--- src/rtl/vbs_defs.sv ---
// vbs_defs: line/timing constants shared by the sync generator and the pixel fetcher
package vbs_defs;
  localparam int LINE_COUNT = 313;
  localparam int CLOCKS_PER_LINE = 512;
  localparam int BYTES_PER_LINE_DEF = 32;
  localparam int LEAD_DEF = 16;
  typedef enum logic [1:0] {S_IDLE, S_LEAD, S_SHIFT, S_DRAIN} fetch_state_t;
  function automatic int byte_addr(int base, int line, int bpl, int idx);
    return base + line * bpl + idx;
  endfunction
endpackage

--- src/rtl/byte_fifo2.sv ---
// byte_fifo2: 2-entry byte FIFO; pop on empty is ignored so a late push still lands
module byte_fifo2 (
  input  logic       clk,
  input  logic       reset,
  input  logic       push,
  input  logic       pop,
  input  logic       flush,
  input  logic [7:0] din,
  output logic [7:0] dout,
  output logic       full,
  output logic       empty
);
  logic [7:0] mem [2];
  logic       wp, rp;
  logic [1:0] cnt;
  logic       do_push, do_pop;
  assign full = cnt == 2'd2;
  assign empty = cnt == 2'd0;
  assign dout = mem[rp];
  assign do_push = push && (!full || pop);
  assign do_pop = pop && !empty;
  // Storage and pointers; flush drops everything including a same-cycle push
  always_ff @(posedge clk or posedge reset)
    if (reset) begin
      mem[0] <= '0;
      mem[1] <= '0;
      wp <= 1'b0;
      rp <= 1'b0;
      cnt <= '0;
    end else if (flush) begin
      wp <= 1'b0;
      rp <= 1'b0;
      cnt <= '0;
    end else begin
      if (do_push) mem[wp] <= din;
      wp <= wp ^ do_push;
      rp <= rp ^ do_pop;
      cnt <= cnt + {1'b0, do_push} - {1'b0, do_pop};
    end
endmodule

--- src/rtl/vbs_pixel_fetcher.sv ---
// vbs_pixel_fetcher: fetches bitmap bytes over req/ack and serialises them MSB-first into a fixed-timing pixel stream
module vbs_pixel_fetcher
  import vbs_defs::*;
#(
  parameter int BYTES_PER_LINE = BYTES_PER_LINE_DEF,
  parameter int ADDR_WIDTH = 13,
  parameter int BASE_ADDR = 0,
  parameter int LEAD = LEAD_DEF
) (
  input  logic                  clk,
  input  logic                  reset,
  input  logic                  line_start,
  input  logic                  line_active,
  input  logic [7:0]            line_number,
  output logic                  mem_req,
  output logic [ADDR_WIDTH-1:0] mem_addr,
  input  logic                  mem_ack,
  input  logic [7:0]            mem_data,
  output logic                  pixel,
  output logic                  pixel_valid,
  output logic                  underrun
);
  localparam int LW = $clog2(LEAD);
  localparam int BW = $clog2(BYTES_PER_LINE);
  localparam int FW = $clog2(BYTES_PER_LINE + 1);
  fetch_state_t          state, state_nxt;
  logic [7:0]            line_q, shreg, fifo_dout;
  logic [FW-1:0]         fetch_idx;
  logic [LW-1:0]         lead_cnt;
  logic [2:0]            bit_cnt;
  logic [BW-1:0]         byte_cnt;
  logic                  discard;
  logic [ADDR_WIDTH-1:0] hold_addr, calc_addr;
  logic                  retrig, lead_done, last, fetch_req, push, pop, flush, fifo_full, fifo_empty;
  byte_fifo2 u_fifo (
    .clk   (clk),
    .reset (reset),
    .push  (push),
    .pop   (pop),
    .flush (flush),
    .din   (mem_data),
    .dout  (fifo_dout),
    .full  (fifo_full),
    .empty (fifo_empty)
  );
  assign pixel = shreg[7];
  // State register
  always_ff @(posedge clk or posedge reset)
    if (reset) state <= S_IDLE;
    else state <= state_nxt;
  // Next state: any line_start restarts (or drops) the line; otherwise LEAD -> SHIFT -> DRAIN -> IDLE
  always_comb begin
    state_nxt = state;
    case (state)
      S_LEAD:  state_nxt = lead_done ? S_SHIFT : S_LEAD;
      S_SHIFT: state_nxt = last ? S_DRAIN : S_SHIFT;
      S_DRAIN: state_nxt = (discard && !mem_ack) ? S_DRAIN : S_IDLE;
      default: state_nxt = S_IDLE;
    endcase
    if (line_start) state_nxt = line_active ? S_LEAD : S_IDLE;
  end
  // Outputs and strobes; an abandoned request keeps mem_req and its address until the ack retires it
  always_comb begin
    retrig = line_start && state != S_IDLE;
    lead_done = state == S_LEAD && lead_cnt == LW'(LEAD - 2);
    last = state == S_SHIFT && bit_cnt == 3'd7 && byte_cnt == BW'(BYTES_PER_LINE - 1);
    fetch_req = (state == S_LEAD || state == S_SHIFT) && !discard && fetch_idx < FW'(BYTES_PER_LINE) && !fifo_full;
    mem_req = fetch_req || discard;
    push = fetch_req && mem_ack;
    pop = !line_start && (lead_done || (state == S_SHIFT && bit_cnt == 3'd7 && !last));
    underrun = pop && fifo_empty;
    flush = line_start || state == S_DRAIN;
    calc_addr = ADDR_WIDTH'(byte_addr(BASE_ADDR, int'(line_q), BYTES_PER_LINE, int'(fetch_idx)));
    mem_addr = discard ? hold_addr : calc_addr;
  end
  // Line context, counters, shifter and the outstanding-request tracker
  always_ff @(posedge clk or posedge reset)
    if (reset) begin
      line_q <= '0;
      fetch_idx <= '0;
      lead_cnt <= '0;
      bit_cnt <= '0;
      byte_cnt <= '0;
      shreg <= '0;
      pixel_valid <= 1'b0;
      discard <= 1'b0;
      hold_addr <= '0;
    end else begin
      line_q <= (line_start && line_active) ? line_number : line_q;
      fetch_idx <= line_start ? '0 : fetch_idx + FW'(push);
      lead_cnt <= (line_start || state != S_LEAD) ? '0 : lead_cnt + LW'(1);
      bit_cnt <= (state == S_SHIFT && !line_start) ? bit_cnt + 3'd1 : '0;
      byte_cnt <= (state == S_SHIFT && !line_start) ? byte_cnt + BW'(bit_cnt == 3'd7) : '0;
      shreg <= (line_start || last) ? '0 : pop ? (fifo_empty ? '0 : fifo_dout) : state == S_SHIFT ? shreg << 1 : shreg;
      pixel_valid <= (line_start || last) ? 1'b0 : lead_done ? 1'b1 : pixel_valid;
      discard <= discard ? !mem_ack : (retrig || last) && fetch_req && !mem_ack;
      hold_addr <= mem_addr;
    end
endmodule

--- config.mk ---
export PLATFORM = sky130hd
export DESIGN_NAME = vbs_pixel_fetcher
export DESIGN_NICKNAME = d
export VERILOG_FILES = /design/src/rtl/vbs_defs.sv /design/src/rtl/byte_fifo2.sv /design/src/rtl/vbs_pixel_fetcher.sv
export SDC_FILE = /design/constraint.sdc
export NUM_CORES = 1
export LEC_CHECK = 0
export ABC_AREA = 1
export CAP_MARGIN = 0
export CORE_ASPECT_RATIO = 1.25
export CORE_UTILIZATION = 58
export CTS_BUF_LIST = sky130_fd_sc_hd__clkbuf_4
export DETAILED_ROUTE_END_ITERATION = 7
export GPL_ROUTABILITY_DRIVEN = 1
export PLACE_DENSITY = 0.82
export SYNTH_ARGS = -nofsm -noshare
export SYNTH_HDL_FRONTEND = slang
export SYNTH_SLANG_ARGS = --single-unit
export TNS_END_PERCENT = 10
--- constraint.sdc ---
create_clock -name clk -period 2.7 [get_ports clk]
set_input_delay 0.27 -clock clk [delete_from_list [all_inputs] [get_ports clk]]
set_output_delay 0.27 -clock clk [all_outputs]
set_load 0.03 [all_outputs]
==> results of run 1 <==
cell type report:
cell class | instances | area [sq um] | area share, %
sequential | 71 | 1780 | 44.7
multi-input combinational | 259 | 1420 | 35.7
timing repair buffer | 41 | 408 | 10.3
inverter | 45 | 169 | 4.25
tap | 64 | 80.1 | 2.02
clock buffer | 9 | 67.6 | 1.70
clock inverter | 6 | 52.6 | 1.32
flip-flops by register name, summed over array words and instances (netlist names):
signal / cells
byte_cnt: 5
lead_cnt: 4
u_fifo.rp: 1
line_q: 8
pixel_valid: 1
state: 2
u_fifo.mem: 16
bit_cnt: 3
u_fifo.cnt: 2
fetch_idx: 6
discard: 1
shreg: 8
u_fifo.wp: 1
hold_addr: 13
synthesized netlist by cell type, drive strengths merged:
cell	n	area share (%)
a21oi	11	1.6
o21ai	29	5.1
buf	5	1.3
mux2	4	1.3
dfrtp	71	52
nand3	25	4.0
nor3b	3	0.66
o31ai	1	0.22
inv	43	4.7
ha	16	5.9
xnor2	2	0.51
or2	1	0.26
clkinv	2	0.22
o21bai	1	0.22
nor3	5	1.1
nor2	37	5.4
clkbuf	3	0.33
xor2	5	1.3
nand2	113	13
a31oi	2	0.37
nand4	4	0.73
per-stage QoR:
stage / setup slack, ns / instances / utilization, % / instance area (sq um)
after floorplan: 0.540 / 383 / - / 3420
after global placement: 0.334 / 480 / 69.4 / 3860
after detailed placement: 0.187 / 480 / 69.4 / 3860
after CTS: 0.00413 / 495 / 71.5 / 3970
after global routing: 0.00169 / 495 / 71.5 / 3970
final: 0.161 / 495 / 71.5 / 3970
metal layers:
metal / up-vias / share of wire (%)
li1: 1306 / -
met1: 1192 / 44
met2: 47 / 51
met3: 11 / 3.5
met4: 0 / 1.9
met5: - / 0
cells in the final DEF (no fill, tap or decap), types with 5 or more instances in the layout:
master / count
nor2_1: 32
o21ai_0: 13
o21ai_2: 8
nand3_1: 24
o21ai_1: 8
clkbuf_4: 9
dfrtp_1: 71
nand2_1: 109
a21oi_1: 11
clkdlybuf4s50_1: 30
xor2_1: 5
inv_1: 41
ha_1: 16
final timing paths:
| path | start | end | slack [ns] | cells past startpoint |
|---|---|---|---|---|
| max | fetch_idx[5]$_DFF_PP0_ | mem_addr[12] | 0.16 | 6 |
| min | reset | hold_addr[12]$_DFF_PP0_ | 0.24 | 2 |
| max reg2reg | state[0]$_DFF_PP0_ | u_fifo.cnt[1]$_DFF_PP0_ | 0.36 | 12 |
| min reg2reg | bit_cnt[0]$_DFF_PP0_ | bit_cnt[0]$_DFF_PP0_ | 0.45 | 1 |
| max in group asynchronous | reset | byte_cnt[0]$_DFF_PP0_ | 1.81 | 3 |
| min in group clk | mem_data[2] | u_fifo.mem[2]$_DFFE_PP0P_ | 0.42 | 3 |
logic make-up (layout without fill, tap and decap cells):
group | after synthesis | after routing | share of synthesized area [%]
flip-flops | 71 | 71 | 52.0
multiplexers | 4 | 4 | 1.32
AO/OA/AOI/OAI | 44 | 44 | 7.54
AND/OR/NAND/NOR | 188 | 188 | 25.0
buffers and inverters | 53 | 101 | 6.55
adder cells (fa/ha/maj) | 16 | 16 | 5.85
XOR/XNOR | 7 | 7 | 1.79
worst max-delay path, stage by stage, from the launching register on:
cell	delay (ns)
dfrtp_1	0.45
ha_1	0.23
nand3_1	0.17
nor3_1	0.29
nand3_1	0.11
a21oi_1	0.19
dlygate4sd2_1	0.42
report_power, final:
part	switching [mW]	internal [mW]	total, mW
sequential	0.0558	1.16	1.22
combinational	0.199	0.141	0.340
clock	0.356	0.267	0.622
total	0.610	1.57	2.18
repair_timing:
action | in CTS | in global routing
buffers inserted | 0 | 0
endpoints found under the setup margin | 4 | 5
endpoints found under the hold margin | 0 | 0
resized for setup | 4 | 8
==> reports/summary.txt, run 1 <==
Status - finished, violations left
Violated checks - design-rule violations
Core region area - 0.00556 sq mm
Peak fanout along the critical path - 4
Clk slew on worst S/H paths - 0.11 ns
Synth warn - 0
P per Cell Area - 548 mW/mm^2
Worst-Margin Slew - 0.627 ns
CTS tree - yes
Die height - 87.8 um
GR Overflow Total - 0
Initial antenna violation count - 0
Total GRT Usage - 23.5%
Leakage power - 2.02 nW
Final setup fails - 0
Fin Hold WS - 0.238 ns
Max rail drop VDD - 0.348 mV
Post-Route Skew - 0.0120 ns
Crit Path Category - reg2out
Crit path DAT - 2.27 ns
Mapped Cells - 383
DR vias/cell - 5.16
Total Routed Length - 6.39 mm
Netlist cell types - 31
Post-route ant nets - 0
DRC - 8
Final GP Congestion - 0.789
Worst path required time - 2.43 ns
Site Rows - 30
Area Overhead vs Synth - 16.2%
Filler Cell Count - 408
Fin. max-slew vios - 0
Worst skew pair latency - 0.41 ns
Vias in the first global route - 2428
DR WL/cell - 12.9 um
Hold_buf cts - 0
NumNets Final - 464
Mapped Area - 0.00342 sq mm
RSZ-0062 raised after global routing - false
IO Pins - 38
Register area share after synthesis - 52.0%
Global Route met2 Usage - 40.5%
Critical Path Source Type - flip-flop
Port bufs - 37
Diodes inserted - 0
Final min period - 2.54 ns
Total CTS buffers - 9
Largest net degree at the start of global routing - 43
Period utilization - 94.1%
Fmax achieved - 394 MHz
Overall power - 2.18 mW
Final hold violation count - 0
Slew headroom - 58.1%
Post-DP HPWL - 4.61 mm
Seq cells post-synth - 71
TritonRoute pass-1 iters - 6
Met1 GRT Util - 28.4%
First-pass GRT wire length - 11.1 mm
Die area - 0.00621 sq mm
Clock root buffer master - clkbuf_4
Total Neg Setup Slack - 0 ns
Syn nets - 420
CP endpoint kind - output pin
Sink Count - 71
Most Crowded Layer GR - met2
Clock Path Buffers - 2
Hold Crit Class - in2async
H-tree lvl count - 3
Starting Density - 61.6%
Via Count - 2556
Die width - 70.7 um
MaxCap Viol Count - 0
Number of DRC markers in iteration 0 - 124
Met3 Use GR - 4.83%
Share of layout cells above drive strength 1 - 10.4%
Syn Area/Cell - 8.93 sq um
Power figures use the tool's default switching activity.
==> inputs of run 2 (changes only) <==
- ABC_AREA: 1 -> not set
- CORE_UTILIZATION: 58 -> 62
- CTS_BUF_LIST: sky130_fd_sc_hd__clkbuf_4 -> sky130_fd_sc_hd__clkbuf_8
- PLACE_DENSITY: 0.82 -> 0.87
- clock period: 2.7 -> 3.3 ns (I/O delays scaled with it)
==> reports/summary.txt, run 2 <==
Mapped Cells - 260 (was 383)
Sink Count - 71 (unchanged)
Post-Route Skew - 0.00664 ns (was 0.0120 ns)
Commonest cells in the synthesized netlist - 71 x dfrtp_1, 16 x ha_1, 16 x nor2_1, 15 x mux2_2, 15 x o21ai_0 (was 109 x nand2_1, 71 x dfrtp_1, 42 x inv_1, 32 x nor2_1, 24 x nand3_1)
Synth warn - 0 (unchanged)
Starting Density - 64.4% (was 61.6%)
Leakage power - 1.76 nW (was 2.02 nW)
PnR worst setup slack - 0.390 ns (was 0.161 ns)
Max rail drop VDD - 0.411 mV (was 0.348 mV)
First-pass GRT wire length - 10.5 mm (was 11.1 mm)
Worst-Margin Slew - 0.871 ns (was 0.627 ns)
P per Cell Area - 540 mW/mm^2 (was 548 mW/mm^2)
Status - complete, no violations (was finished, violations left)
Top-count cell post-synth - dfrtp_1 (was nand2_1)
Initial antenna violation count - 0 (unchanged)
Die height - 82.9 um (was 87.8 um)
Syn nets - 297 (was 420)
Largest Register - u_fifo.mem (unchanged)
Hold Crit Class - in2async (unchanged)
Mapped Area - 0.00325 sq mm (was 0.00342 sq mm)
Fin. max-slew vios - 0 (unchanged)
Post-route ant nets - 0 (unchanged)
Post-CTS setup repair buffer count - 0 (unchanged)
Total CTS buffers - 9 (unchanged)
Final hold violation count - 0 (unchanged)
Period utilization - 88.2%
Fin area - 0.00394 sq mm (was 0.00397 sq mm)
Fmax achieved - 344 MHz
H-tree lvl count - 3 (unchanged)
Port bufs - 37 (unchanged)
Clock Path Buffers - 2 (unchanged)
IO Pins - 38 (unchanged)
Overall power - 2.13 mW (was 2.18 mW)
Share of layout cells above drive strength 1 - 14.9% (was 10.4%)
Vias in the first global route - 2285 (was 2428)
Site Rows - 29 (was 30)
Final min period - 2.91 ns
Crit path DAT - 2.58 ns (was 2.27 ns)
Footprint of the multi-input gates - 0.00141 sq mm (was 0.00142 sq mm)
CP endpoint kind - output pin (unchanged)
Setup WS pre-CTS - 0.782 ns (was 0.187 ns)
Worst path required time - 2.97 ns (was 2.43 ns)
Top cell type's share of synthesized area - 54.7% (was 52.0%)
DR WL/cell - 16.7 um (was 12.9 um)
Total GRT Usage - 25.8% (was 23.5%)
Clk slew on worst S/H paths - 0.08 ns (was 0.11 ns)
Final setup fails - 0 (unchanged)
Final GP Congestion - 0.861 (was 0.789)
FF+latch area - 0.00178 sq mm (unchanged)
Post-synth ARST share - 100% (unchanged)
Number of DRC markers in iteration 0 - 95 (was 124)
Area Overhead vs Synth - 21.3% (was 16.2%)
Netlist cell types - 37 (was 31)
Filler Cell Count - 336 (was 408)
NumNets Final - 341 (was 464)
Worst skew pair latency - 0.35 ns (was 0.41 ns)
Placed instance count - 355 (was 480)
Fin cells - 371 (was 495)
Synth Flop Type - dfrtp_1 (unchanged)
Die width - 66.7 um (was 70.7 um)
Commonest non-fill, non-tap cells in the layout - 71 x dfrtp_1, 37 x clkdlybuf4s50_1, 16 x nor2_1, 16 x ha_1 (was 109 x nand2_1, 71 x dfrtp_1, 41 x inv_1)
MaxCap Viol Count - 0 (unchanged)
Dpl cell area - 0.00369 sq mm (was 0.00386 sq mm)
Post-synth EDFFs - 0 (unchanged)
Register area share after synthesis - 54.7% (was 52.0%)
Total Routed Length - 6.19 mm (was 6.39 mm)
Die area - 0.00553 sq mm (was 0.00621 sq mm)
DR vias/cell - 5.75 (was 5.16)
DRC - 0 (was 8)
Syn Area/Cell - 12.5 sq um (was 8.93 sq um)
Largest register FFs - 16 (unchanged)
Post-DP HPWL - 4.23 mm (was 4.61 mm)
Seq cells post-synth - 71 (unchanged)
Diodes inserted - 0 (unchanged)
Hold_buf cts - 0 (unchanged)
Clock root buffer master - clkbuf_8 (was clkbuf_4)
CTS tree - yes (unchanged)
Total Neg Setup Slack - 0 ns (unchanged)
Slew headroom - 41.5% (was 58.1%)
Peak fanout along the critical path - 5 (was 4)
TritonRoute pass-1 iters - 4 (was 6)
Core region area - 0.00504 sq mm (was 0.00556 sq mm)
Critical Path Source Type - flip-flop (unchanged)
Largest net degree at the start of global routing - 39 (was 43)
Biggest area consumer among synthesized cells - dfrtp_1 (unchanged)
Biggest regs - u_fifo.mem: 16 flops, hold_addr: 13 flops (unchanged)
GR Overflow Total - 0 (unchanged)
Commonest non-fill, non-tap cell in the layout - dfrtp_1 (was nand2_1)
Via Count - 2135 (was 2556)
Area contributors post-synth - dfrtp_1 55%, ha_1 6.2%, mux2_2 5.2% (was dfrtp_1 52%, nand2_1 12%, ha_1 5.9%)
RSZ-0062 raised after global routing - false (unchanged)
Post-CTS resize count - 0 (was 4)
Crit Path Category - reg2out (unchanged)
run 2: cell count changes in the layout (fill, tap and decap cells not counted), sizes merged, moves of 6 or more:
cell	delta
a21oi	-9
a22oi	+7
clkdlybuf4s50	+7
inv	-35
mux2	+27
mux2i	+9
nand2	-101
nand3	-13
nor2	-21
o21ai	-14
xnor2	+6
run 2: kinds of logic after synthesis:
| logic type | share of synthesized area (%) |
|---|---|
| XOR/XNOR | 4.85 |
| multiplexers | 14.4 |
| buffers and inverters | 1.85 |
| flip-flops | 54.7 |
| AND/OR/NAND/NOR | 12.1 |
| adder cells (fa/ha/maj) | 6.16 |
| AO/OA/AOI/OAI | 5.93 |
run 2: per-stage QoR:
| stage | hold slack, ns | utilization (%) |
|---|---|---|
| floorplan | 0.393 | - |
| global placement | 0.419 | 73.2 |
| detailed placement | 0.447 | 73.2 |
| CTS | 0.439 | 78.1 |
| global route | 0.474 | 78.1 |
| finish | 0.411 | 78.1 |
run 2: path summary, 6_finish.rpt:
path	start	end	slack, ns	depth (start not counted)
hold / removal	reset	u_fifo.mem[6]$_DFFE_PP0P_	0.41	2
setup reg to reg	discard$_DFF_PP0_	u_fifo.mem[8]$_DFFE_PP0P_	0.90	4
setup / recovery	fetch_idx[5]$_DFF_PP0_	mem_addr[12]	0.39	6
hold reg to reg	bit_cnt[0]$_DFF_PP0_	bit_cnt[0]$_DFF_PP0_	0.46	1
max in group asynchronous	reset	line_q[3]$_DFFE_PP0P_	2.25	3
min in group clk	bit_cnt[0]$_DFF_PP0_	bit_cnt[0]$_DFF_PP0_	0.46	1
run 2: metal layers:
metal  track usage [%]  wire, um
met5                 0         0
met4              11.0       136
met3              7.42       269
met2              43.5      3310
met1              29.8      2470
run 2: area by class of cell:
cell class | instances | share of cell area [%]
well taps | 62 | 1.97
flip-flops and latches | 71 | 45.1
multi-input cells | 175 | 35.8
clock inverters | 6 | 2.73
repair buffers | 39 | 10.1
inverters | 8 | 0.762
clock buffers | 10 | 3.49
run 2: worst max-delay path: stages, from the launching register on:
cell and delay (ns):
dfrtp_1 0.50, ha_1 0.25, and3_1 0.26, nand3_1 0.13
xor2_1 0.16, o21ai_0 0.20, clkdlybuf4s50_1 0.72
run 2: where the power goes:
group	internal, mW	switching (mW)
registers	0.953	0.0547
logic	0.149	0.124
clock network	0.520	0.328
==> inputs of run 3 (changes only) <==
- CORE_ASPECT_RATIO: 1.25 -> 0.5
- SLEW_MARGIN: not set -> 20
==> reports/summary.txt, run 3 (synthesized netlist as in run 2, its figures left out) <==
Status - complete, no violations (unchanged)
CP bufs+invs - 2 (was 1)
FF+latch area - 0.00178 sq mm (unchanged)
Total GRT Usage - 23.6% (was 25.8%)
Crit-path cells - inv_1 > ha_1 > nand2_1 > o21bai_1 > a2111oi_0 > clkdlybuf4s50_1 (was ha_1 > and3_1 > nand3_1 > xor2_1 > o21ai_0 > clkdlybuf4s50_1)
Biggest regs - u_fifo.mem: 16 flops, hold_addr: 13 flops (unchanged)
Crit path DAT - 2.69 ns (was 2.58 ns)
Clock root buffer master - clkbuf_8 (unchanged)
Final min period - 3.02 ns (was 2.91 ns)
RSZ-0062 raised after global routing - false (unchanged)
DR vias/cell - 5.51 (was 5.75)
Slew headroom - 38.7% (was 41.5%)
Slowest CP cell - clkdlybuf4s50_1 (unchanged)
DRC - 0 (unchanged)
DR top layer - met4 (unchanged)
Area Overhead vs Synth - 21.0% (was 21.3%)
Vias in the first global route - 2052 (was 2285)
Worst-Margin Slew - 0.913 ns (was 0.871 ns)
Clock Path Buffers - 2 (unchanged)
DR WL/cell - 15.7 um (was 16.7 um)
Post-DP HPWL - 4.08 mm (was 4.23 mm)
CP endpoint kind - output pin (unchanged)
Crit Path Category - reg2out (unchanged)
Die width - 104 um (was 66.7 um)
Hold Crit Class - in2async (unchanged)
Site Rows - 18 (was 29)
Post-Route Skew - 0.00537 ns (was 0.00664 ns)
Initial antenna violation count - 0 (unchanged)
Fin. max-slew vios - 0 (unchanged)
Starting Density - 65.3% (was 64.4%)
Overall power - 2.06 mW (was 2.13 mW)
Met2 Routed Length - 3.01 mm (was 3.31 mm)
Leakage power - 1.75 nW (was 1.76 nW)
Total Routed Length - 5.98 mm (was 6.19 mm)
Final GP Congestion - 0.782 (was 0.861)
Footprint of the multi-input gates - 0.00141 sq mm (unchanged)
Fin util - 79.0% (was 78.1%)
Worst skew pair latency - 0.34 ns (was 0.35 ns)
Post-CTS resize count - 0 (unchanged)
Core region area - 0.00498 sq mm (was 0.00504 sq mm)
Fmax achieved - 331 MHz (was 344 MHz)
Die area - 0.00555 sq mm (was 0.00553 sq mm)
H-tree lvl count - 3 (unchanged)
TritonRoute pass-1 iters - 4 (unchanged)
Max rail drop VDD - 0.340 mV (was 0.411 mV)
Sink Count - 71 (unchanged)
Total CTS buffers - 9 (unchanged)
P per Cell Area - 525 mW/mm^2 (was 540 mW/mm^2)
GR Overflow Total - 0 (unchanged)
First-pass GRT wire length - 9.45 mm (was 10.5 mm)
Met1 WL - 2.58 mm (was 2.47 mm)
Hold_buf cts - 0 (unchanged)
Met3 wire length - 302 um (was 269 um)
Die height - 53.2 um (was 82.9 um)
CTS tree - yes (unchanged)
Period utilization - 91.4% (was 88.2%)
Delay-heaviest family, CP - buffers and inverters (unchanged)
Worst Setup SP - state[0]$_DFF_PP0_ (was fetch_idx[5]$_DFF_PP0_)
Largest Register - u_fifo.mem (unchanged)
Number of DRC markers in iteration 0 - 105 (was 95)
Share of layout cells above drive strength 1 - 15.2% (was 14.9%)
Commonest non-fill, non-tap cell in the layout - dfrtp_1 (unchanged)
Post-route ant nets - 0 (unchanged)
Critical Path Source Type - flip-flop (unchanged)
Total Neg Setup Slack - 0 ns (unchanged)
Largest net degree at the start of global routing - 55 (was 39)
MaxCap Viol Count - 0 (unchanged)
Commonest non-fill, non-tap cells in the layout - 71 x dfrtp_1, 37 x clkdlybuf4s50_1, 16 x nor2_1, 16 x ha_1 (unchanged)
Worst path required time - 2.97 ns (about the same)
CP peak stage delay - 0.76 ns (was 0.72 ns)
Peak fanout along the critical path - 5 (unchanged)
IO Pins - 38 (unchanged)
Largest register FFs - 16 (unchanged)
Clk slew on worst S/H paths - 0.07 ns (was 0.08 ns)
Post-CTS setup repair buffer count - 0 (unchanged)
Via Count - 2092 (was 2135)
Final hold violation count - 0 (unchanged)
NumNets Final - 342 (was 341)
Final setup fails - 0 (unchanged)
Filler Cell Count - 298 (was 336)
Port bufs - 37 (unchanged)
Diodes inserted - 0 (unchanged)
FF-to-FF Start - discard$_DFF_PP0_ (unchanged)
## run 3: worst paths after layout
check / endpoint / slack (ns) / depth (start not counted)
worst max register to register: u_fifo.mem[14]$_DFFE_PP0P_ / 0.89 / 4
max in group asynchronous: u_fifo.rp$_DFF_PP0_ / 2.16 / 3
worst min-delay path: shreg[7]$_DFFE_PP0P_ / 0.47 / 2
worst max-delay path: underrun / 0.28 / 6
worst min register to register: lead_cnt[0]$_DFF_PP0_ / 0.48 / 1
min in group clk: lead_cnt[0]$_DFF_PP0_ / 0.48 / 1
## run 3: metal layers
metal | vias to the layer above | track usage, %
met4 | 0 | 9.52
met3 | 10 | 10.5
met5 | - | 0
met1 | 1022 | 25.8
met2 | 61 | 41.4
li1 | 999 | -
## run 3: report_power, final
part | switching, mW | internal, mW | leakage [nW]
Combinational | 0.128 | 0.149 | 0.709
Clock | 0.315 | 0.465 | 0.112
Sequential | 0.0551 | 0.953 | 0.933
## run 3: area by class of cell
| type | count | area share (%) |
|---|---|---|
| Clock buffer | 11 | 3.85 |
| Timing Repair Buffer | 40 | 9.99 |
| Inverter | 8 | 0.796 |
| Sequential cell | 71 | 45.2 |
| Tap cell | 70 | 2.23 |
| Clock inverter | 5 | 2.04 |
| Multi-Input combinational cell | 175 | 35.9 |
## run 3: metrics by stage
stage          cell area, sq um  hold slack [ns]  worst slack, ns  cells
2_1_floorplan              3250            0.393            0.448    260
4_1_cts                    3930            0.483            0.284    380
3_3_place_gp               3700            0.419            0.867    364
3_5_place_dp               3700            0.453            0.710    364
5_1_grt                    3930            0.502            0.180    380
6_report                   3930            0.473            0.283    380
